[config.mk]
export PLATFORM = sky130hd
export DESIGN_NAME = pc_fetch_unit
export DESIGN_NICKNAME = d
export VERILOG_FILES = /design/src/rtl/pc_fetch_unit.sv
export SDC_FILE = /design/constraint.sdc
export NUM_CORES = 1
export LEC_CHECK = 0
export BUFFER_PORTS_ARGS = -buffer_cell sky130_fd_sc_hd__buf_4
export CAP_MARGIN = 20
export CORE_MARGIN = 2
export CORE_UTILIZATION = 30
export DETAILED_ROUTE_END_ITERATION = 8
export HOLD_SLACK_MARGIN = 0.03
export PLACE_DENSITY_LB_ADDON = 0.3
export SETUP_SLACK_MARGIN = 0.3
export SLEW_MARGIN = 10
export SYNTH_ARGS = -nofsm -noshare
export SYNTH_HDL_FRONTEND = slang
export SYNTH_SLANG_ARGS = --single-unit
[constraint.sdc]
create_clock -name clk -period 3.8 [get_ports clk]
set_input_delay 0.57 -clock clk [delete_from_list [all_inputs] [get_ports clk]]
set_output_delay 0.57 -clock clk [all_outputs]
set_load 0.1 [all_outputs]
[src/rtl/pc_fetch_unit.sv]
// Program-counter register and instruction-fetch sequencer.
// Holds the PC and fetches one instruction per S_REQ/S_HOLD pair over a
// req/ack memory handshake. It presents the fetched instruction and its
// address to IF/ID.
// Optional feature: define PC_FETCH_TIMEOUT_EN to bound the S_REQ wait.
// When it is undefined the unit waits for ack forever and fetch_timeout reads 0.
module pc_fetch_unit #(
    parameter logic [31:0] RESET_PC       = 32'h0000_0000,
    parameter int unsigned TIMEOUT_CYCLES = 16
) (
    input  logic        clk,
    input  logic        rst_n,
    input  logic [31:0] next_pc,
    input  logic        stall,
    input  logic        flush,
    output logic        imem_req,
    output logic [31:0] imem_addr,
    input  logic        imem_ack,
    input  logic [31:0] imem_rdata,
    output logic [31:0] instr_out,
    output logic [31:0] pc_out,
    output logic        instr_valid,
    output logic [31:0] pc_plus4,
    output logic        misaligned,
    output logic        fetch_timeout
);

    typedef enum logic [1:0] {StIdle, StReq, StHold, StErr} state_t;

    state_t      state_q, state_d;
    logic [31:0] pc_q, pc_d;
    logic [31:0] instr_q, instr_d;
    logic [31:0] pc_out_q, pc_out_d;
    logic        valid_q, valid_d;
    logic        misaligned_q, misaligned_d;
    logic        flush_pend_q, flush_pend_d;
    logic [31:0] flush_tgt_q, flush_tgt_d;
    logic        load_en;
    logic [31:0] load_addr;

`ifdef PC_FETCH_TIMEOUT_EN
    localparam logic [4:0] TimeoutLim = 5'(TIMEOUT_CYCLES);
    logic [4:0] wait_q, wait_d;
    logic       timeout_q, timeout_d;
`endif

    assign imem_req    = (state_q == StReq);
    assign imem_addr   = pc_q;
    assign pc_plus4    = pc_q + 32'd4;
    assign instr_out   = instr_q;
    assign pc_out      = pc_out_q;
    assign instr_valid = valid_q;
    assign misaligned  = misaligned_q;
`ifdef PC_FETCH_TIMEOUT_EN
    assign fetch_timeout = timeout_q;
`else
    assign fetch_timeout = 1'b0;
`endif

    // Next-state logic: handshake sequencing, flush redirection, alignment trap.
    always_comb begin
        state_d      = state_q;
        pc_d         = pc_q;
        instr_d      = instr_q;
        pc_out_d     = pc_out_q;
        valid_d      = valid_q;
        misaligned_d = misaligned_q;
        flush_pend_d = flush_pend_q;
        flush_tgt_d  = flush_tgt_q;
        load_en      = 1'b0;
        load_addr    = next_pc;
`ifdef PC_FETCH_TIMEOUT_EN
        wait_d       = wait_q;
        timeout_d    = timeout_q;
`endif
        unique case (state_q)
            StIdle: begin
                state_d = StReq;
`ifdef PC_FETCH_TIMEOUT_EN
                wait_d  = '0;
`endif
            end
            StReq: begin
                if (imem_ack) begin
`ifdef PC_FETCH_TIMEOUT_EN
                    wait_d = '0;
`endif
                    if (flush || flush_pend_q) begin
                        // Returned word belongs to a squashed fetch: drop it and
                        // re-request at the redirect target without leaving StReq.
                        load_en      = 1'b1;
                        load_addr    = flush ? next_pc : flush_tgt_q;
                        flush_pend_d = 1'b0;
                    end else begin
                        instr_d  = imem_rdata;
                        pc_out_d = pc_q;
                        valid_d  = 1'b1;
                        state_d  = StHold;
                    end
                end else begin
                    // Address must stay stable until ack, so remember the redirect.
                    if (flush) begin
                        flush_pend_d = 1'b1;
                        flush_tgt_d  = next_pc;
                    end
`ifdef PC_FETCH_TIMEOUT_EN
                    wait_d = wait_q + 5'd1;
                    if (wait_d == TimeoutLim) begin
                        timeout_d = 1'b1;
                        state_d   = StErr;
                    end
`endif
                end
            end
            StHold: begin
                if (flush || !stall) begin
                    load_en = 1'b1;
                    valid_d = 1'b0;
                    state_d = StReq;
`ifdef PC_FETCH_TIMEOUT_EN
                    wait_d  = '0;
`endif
                end
            end
            StErr: begin
                state_d = StErr;
            end
            default: begin
                state_d = StErr;
            end
        endcase

        // A misaligned target never reaches the PC; it traps the unit instead.
        if (load_en) begin
            if (load_addr[1:0] != 2'b00) begin
                misaligned_d = 1'b1;
                valid_d      = 1'b0;
                state_d      = StErr;
            end else begin
                pc_d = load_addr;
            end
        end
    end

    // State and datapath registers with asynchronous active-low reset.
    always_ff @(posedge clk or negedge rst_n) begin
        if (!rst_n) begin
            state_q      <= StIdle;
            pc_q         <= RESET_PC;
            instr_q      <= '0;
            pc_out_q     <= '0;
            valid_q      <= 1'b0;
            misaligned_q <= 1'b0;
            flush_pend_q <= 1'b0;
            flush_tgt_q  <= '0;
`ifdef PC_FETCH_TIMEOUT_EN
            wait_q       <= '0;
            timeout_q    <= 1'b0;
`endif
        end else begin
            state_q      <= state_d;
            pc_q         <= pc_d;
            instr_q      <= instr_d;
            pc_out_q     <= pc_out_d;
            valid_q      <= valid_d;
            misaligned_q <= misaligned_d;
            flush_pend_q <= flush_pend_d;
            flush_tgt_q  <= flush_tgt_d;
`ifdef PC_FETCH_TIMEOUT_EN
            wait_q       <= wait_d;
            timeout_q    <= timeout_d;
`endif
        end
    end

endmodule

==> impl_results.rst <==
.. list-table::
   :header-rows: 1

   * - Metric
     - Value
   * - Floorplan row count
     - 52
   * - Clock tree root buffer cell
     - clkbuf_16
   * - Number of buffers inserted by port buffering
     - 199
   * - Portion of the clock cycle consumed by the worst path in the final layout
     - 85.75%
   * - Initial antenna violation count
     - 0
   * - Top fanout value on the critical path
     - 6
   * - Synthesized-area fraction occupied by xor and xnor cells
     - 3.952%
   * - Worst Path Arrival
     - 2690 ps
   * - Antenna Cells
     - 0
   * - Result of the run
     - finished clean
   * - FILL cells
     - 1,866
   * - Synth-to-Final Area Change
     - 42.69%
   * - Simple-Gate Fraction of Synth Area
     - 5.465%
   * - Clock insertion delay at the later pin of the skew report
     - 410 ps
   * - Sequential element share of the synthesized area
     - 53.64%
   * - Number of unique standard cell types used by synthesis
     - 38
   * - # Max-Cap Violations
     - 0
   * - Finished Core Util
     - 43.75%
   * - Flip-flop and latch count after synthesis
     - 133
   * - Via count of the routed design
     - 4,183
   * - Slew @ Worst Pin
     - 832.3 ps
   * - Placeable core region
     - 20,230 sq um
   * - Total clock sinks
     - 133
   * - Total die area
     - 21,850 sq um
   * - Number of global-route vias before repair
     - 4,537
   * - Die height
     - 147.8 microns
   * - Final non-filler cell area
     - 8853 sq um
   * - Cell area after technology mapping
     - 6205 sq um
   * - Setup-violating endpoint count in the final report
     - 0
   * - Via density
     - 4.602
   * - # nets final
     - 700
   * - Endpoint of the worst-slack reg-to-reg timing path
     - pc_out[0]
   * - Global-route usage over all layers
     - 14.45%
   * - Final hold violation count
     - 0
   * - Iteration-0 DRC count of the detailed router
     - 135
   * - Fmax
     - 306.9 MHz
   * - Residual DRC
     - 0
   * - Inserted Clock Buffers
     - 17
   * - Yosys warning total
     - 0
   * - Buffer levels on the longest clock path
     - 2
   * - Gr ovfl total
     - 0
   * - Final Max Tran Viols
     - 0
   * - TritonCTS clock tree
     - built
   * - Arithmetic-cell share of the synthesized area counting full adders, half adders and majority gates
     - 1.008%
   * - Sort of element at the end of the critical path
     - output port
   * - Weighted congestion reported at the end of routability-driven placement
     - 0.8036
   * - Path class of the lowest-slack min-delay path
     - in -> async
   * - Synthesized-area fraction occupied by ao, oa, aoi and oai cells
     - 2.017%
   * - FF-to-FF path depth
     - 5
   * - Required time worst endpoint
     - 3230 ps
   * - Wire length of the first global-routing pass
     - 24,560 microns
   * - Final HPWL from detailed placement
     - 10,920 microns
   * - Final TNS setup
     - 0 ps
   * - Mean cell area of the mapped netlist
     - 14.63 sq um
   * - Share of synthesized flip-flops with an asynchronous set or reset
     - 100.0%
   * - Unrepaired setup endpoints after global routing
     - no
   * - Synthesized net count
     - 498
   * - Multiplexer fraction of the synthesized cell area
     - 31.14%
   * - Critical register-to-register path startpoint
     - state_q[1]
   * - IO Pins
     - 201
   * - Clk pin slew, worst setup/hold paths
     - 60 ps
   * - Main synth FF type
     - dfrtp_1
   * - Clock period minus final worst setup slack
     - 3258 ps
   * - Number of levels in the clock H-tree
     - 4
   * - Count of flip-flops with a built-in enable after synthesis
     - 0
   * - Worst setup SP type
     - register
   * - Die Width
     - 147.8 microns
   * - Clock skew after layout
     - 8.369 ps
   * - Routed wirelength normalized by instance count
     - 17.05 microns
   * - Max_slew headroom
     - 44.51%
   * - DRT Wirelength
     - 15,500 microns
   * - Main combinational cell family by area after synthesis
     - multiplexers
   * - Share of cells above drive strength 1
     - 65.26%
   * - CTS Hold Bufs
     - 0
   * - Syn Inst Count
     - 424
   * - Effective utilization at floorplan
     - 30.66%
   * - Placed Area
     - 8222 sq um
   * - Antenna viol nets, final
     - 0
   * - Type of the worst setup path
     - reg -> out
   * - Setup slack of the most critical reg-to-reg path
     - 1330 ps
   * - Largest net degree at the start of global routing
     - 89
   * - DRT Pass-1 Iters
     - 4
==> timing repair <==
item / 4_1_cts / 5_1_grt
endpoints found under the hold margin: 0 / 0
gates resized for setup: 1 / 0
setup buffers: 0 / 0
endpoints found under the setup margin: 1 / 0
==> cell families after synthesis <==
family	after synthesis
buffers and inverters	27
xor gates and xnor gates	28
DFF	133
other	1
muxes	156
AOI/OAI and AO/OA	14
and+or+nand+nor	60
adders and majority gates	5
==> layout make-up <==
cell class                 count  area (sq um)  area share (%)
multi-input combinational    264          2977           33.62
clock buffer                  21         480.5           5.427
tap                          270         337.8           3.816
sequential                   133          3329           37.61
inverter                       6         22.52          0.2544
clock inverter                11         146.4           1.653
timing repair buffer         204          1560           17.62
==> how the worst max path moves through the flow <==
stage,to,start,slack [ps],depth (start not counted)
6_report,pc_plus4[28],imem_addr[3],540,6
3_5_place_dp,pc_plus4[22],imem_addr[2],730,6
4_1_cts,pc_plus4[28],imem_addr[2],510,6
2_1_floorplan,pc_plus4[11],imem_addr[7],-110,4
3_3_place_gp,pc_plus4[22],imem_addr[2],730,6
5_1_grt,pc_plus4[28],imem_addr[2],350,6
==> sequential cells by signal, indices dropped and copies added (netlist names) <==
register / count
flush_tgt_q: 32
imem_addr: 32
instr_out: 32
pc_out: 32
state_q: 2
flush_pend_q: 1
instr_valid: 1
misaligned: 1
==> per-stage QoR <==
step                instances  hold WS, ps  worst slack, ps
finish                    909        223.2            541.6
global route              909        298.9            345.2
CTS                       909        266.0            510.0
detailed placement        877        479.4            733.0
global placement          877        455.9            734.1
floorplan                 424        274.4           -111.4
==> metal layers <==
layer	part of all wire [%]	track usage [%]	vias up	wire length (microns)
li1	-	-	1914	-
met1	42	17.36	2137	6497
met2	52	24.95	115	8023
met3	4.6	3.981	17	718
met4	1.7	5.095	0	260
met5	0	0	-	0
==> cell usage after synthesis, drive strengths merged, types with 3 or more instances <==
| master | n | area share, % |
|---|---|---|
| nand2 | 8 | 0.48 |
| inv | 6 | 0.36 |
| xor2 | 8 | 1.1 |
| buf | 18 | 2.2 |
| a21oi | 5 | 0.40 |
| nor2 | 9 | 0.54 |
| xnor2 | 20 | 2.8 |
| nand3 | 12 | 0.97 |
| nand4 | 10 | 1.0 |
| clkbuf | 3 | 0.20 |
| mux2 | 152 | 30 |
| dfrtp | 133 | 54 |
| nor3 | 4 | 0.40 |
| and4 | 3 | 0.42 |
| mux2i | 4 | 0.65 |
| and3 | 5 | 0.50 |
| ha | 5 | 1.0 |
==> layout by cell type, fill, tap and decap left out, drive strengths merged, types with 3 or more instances in the layout <==
cell,count
buf,204
mux2,152
dfrtp,133
clkbuf,21
xnor2,20
nand3,12
nand4,10
nor2,9
nand2,8
inv,8
xor2,8
a21oi,5
ha,5
and3,5
mux2i,4
clkinv,4
nor3,4
and4,3
bufinv,3
==> worst max-delay path: stages (launching register included) <==
cell,delay [ps]
dfrtp_1,440
ha_1,220
nand3_1,240
nor2_1,560
nand4_1,310
xnor2_4,190
buf_4,310
Power is not shown: default switching activity piles up to over one toggle a cycle in this logic, so the estimate is an artifact.
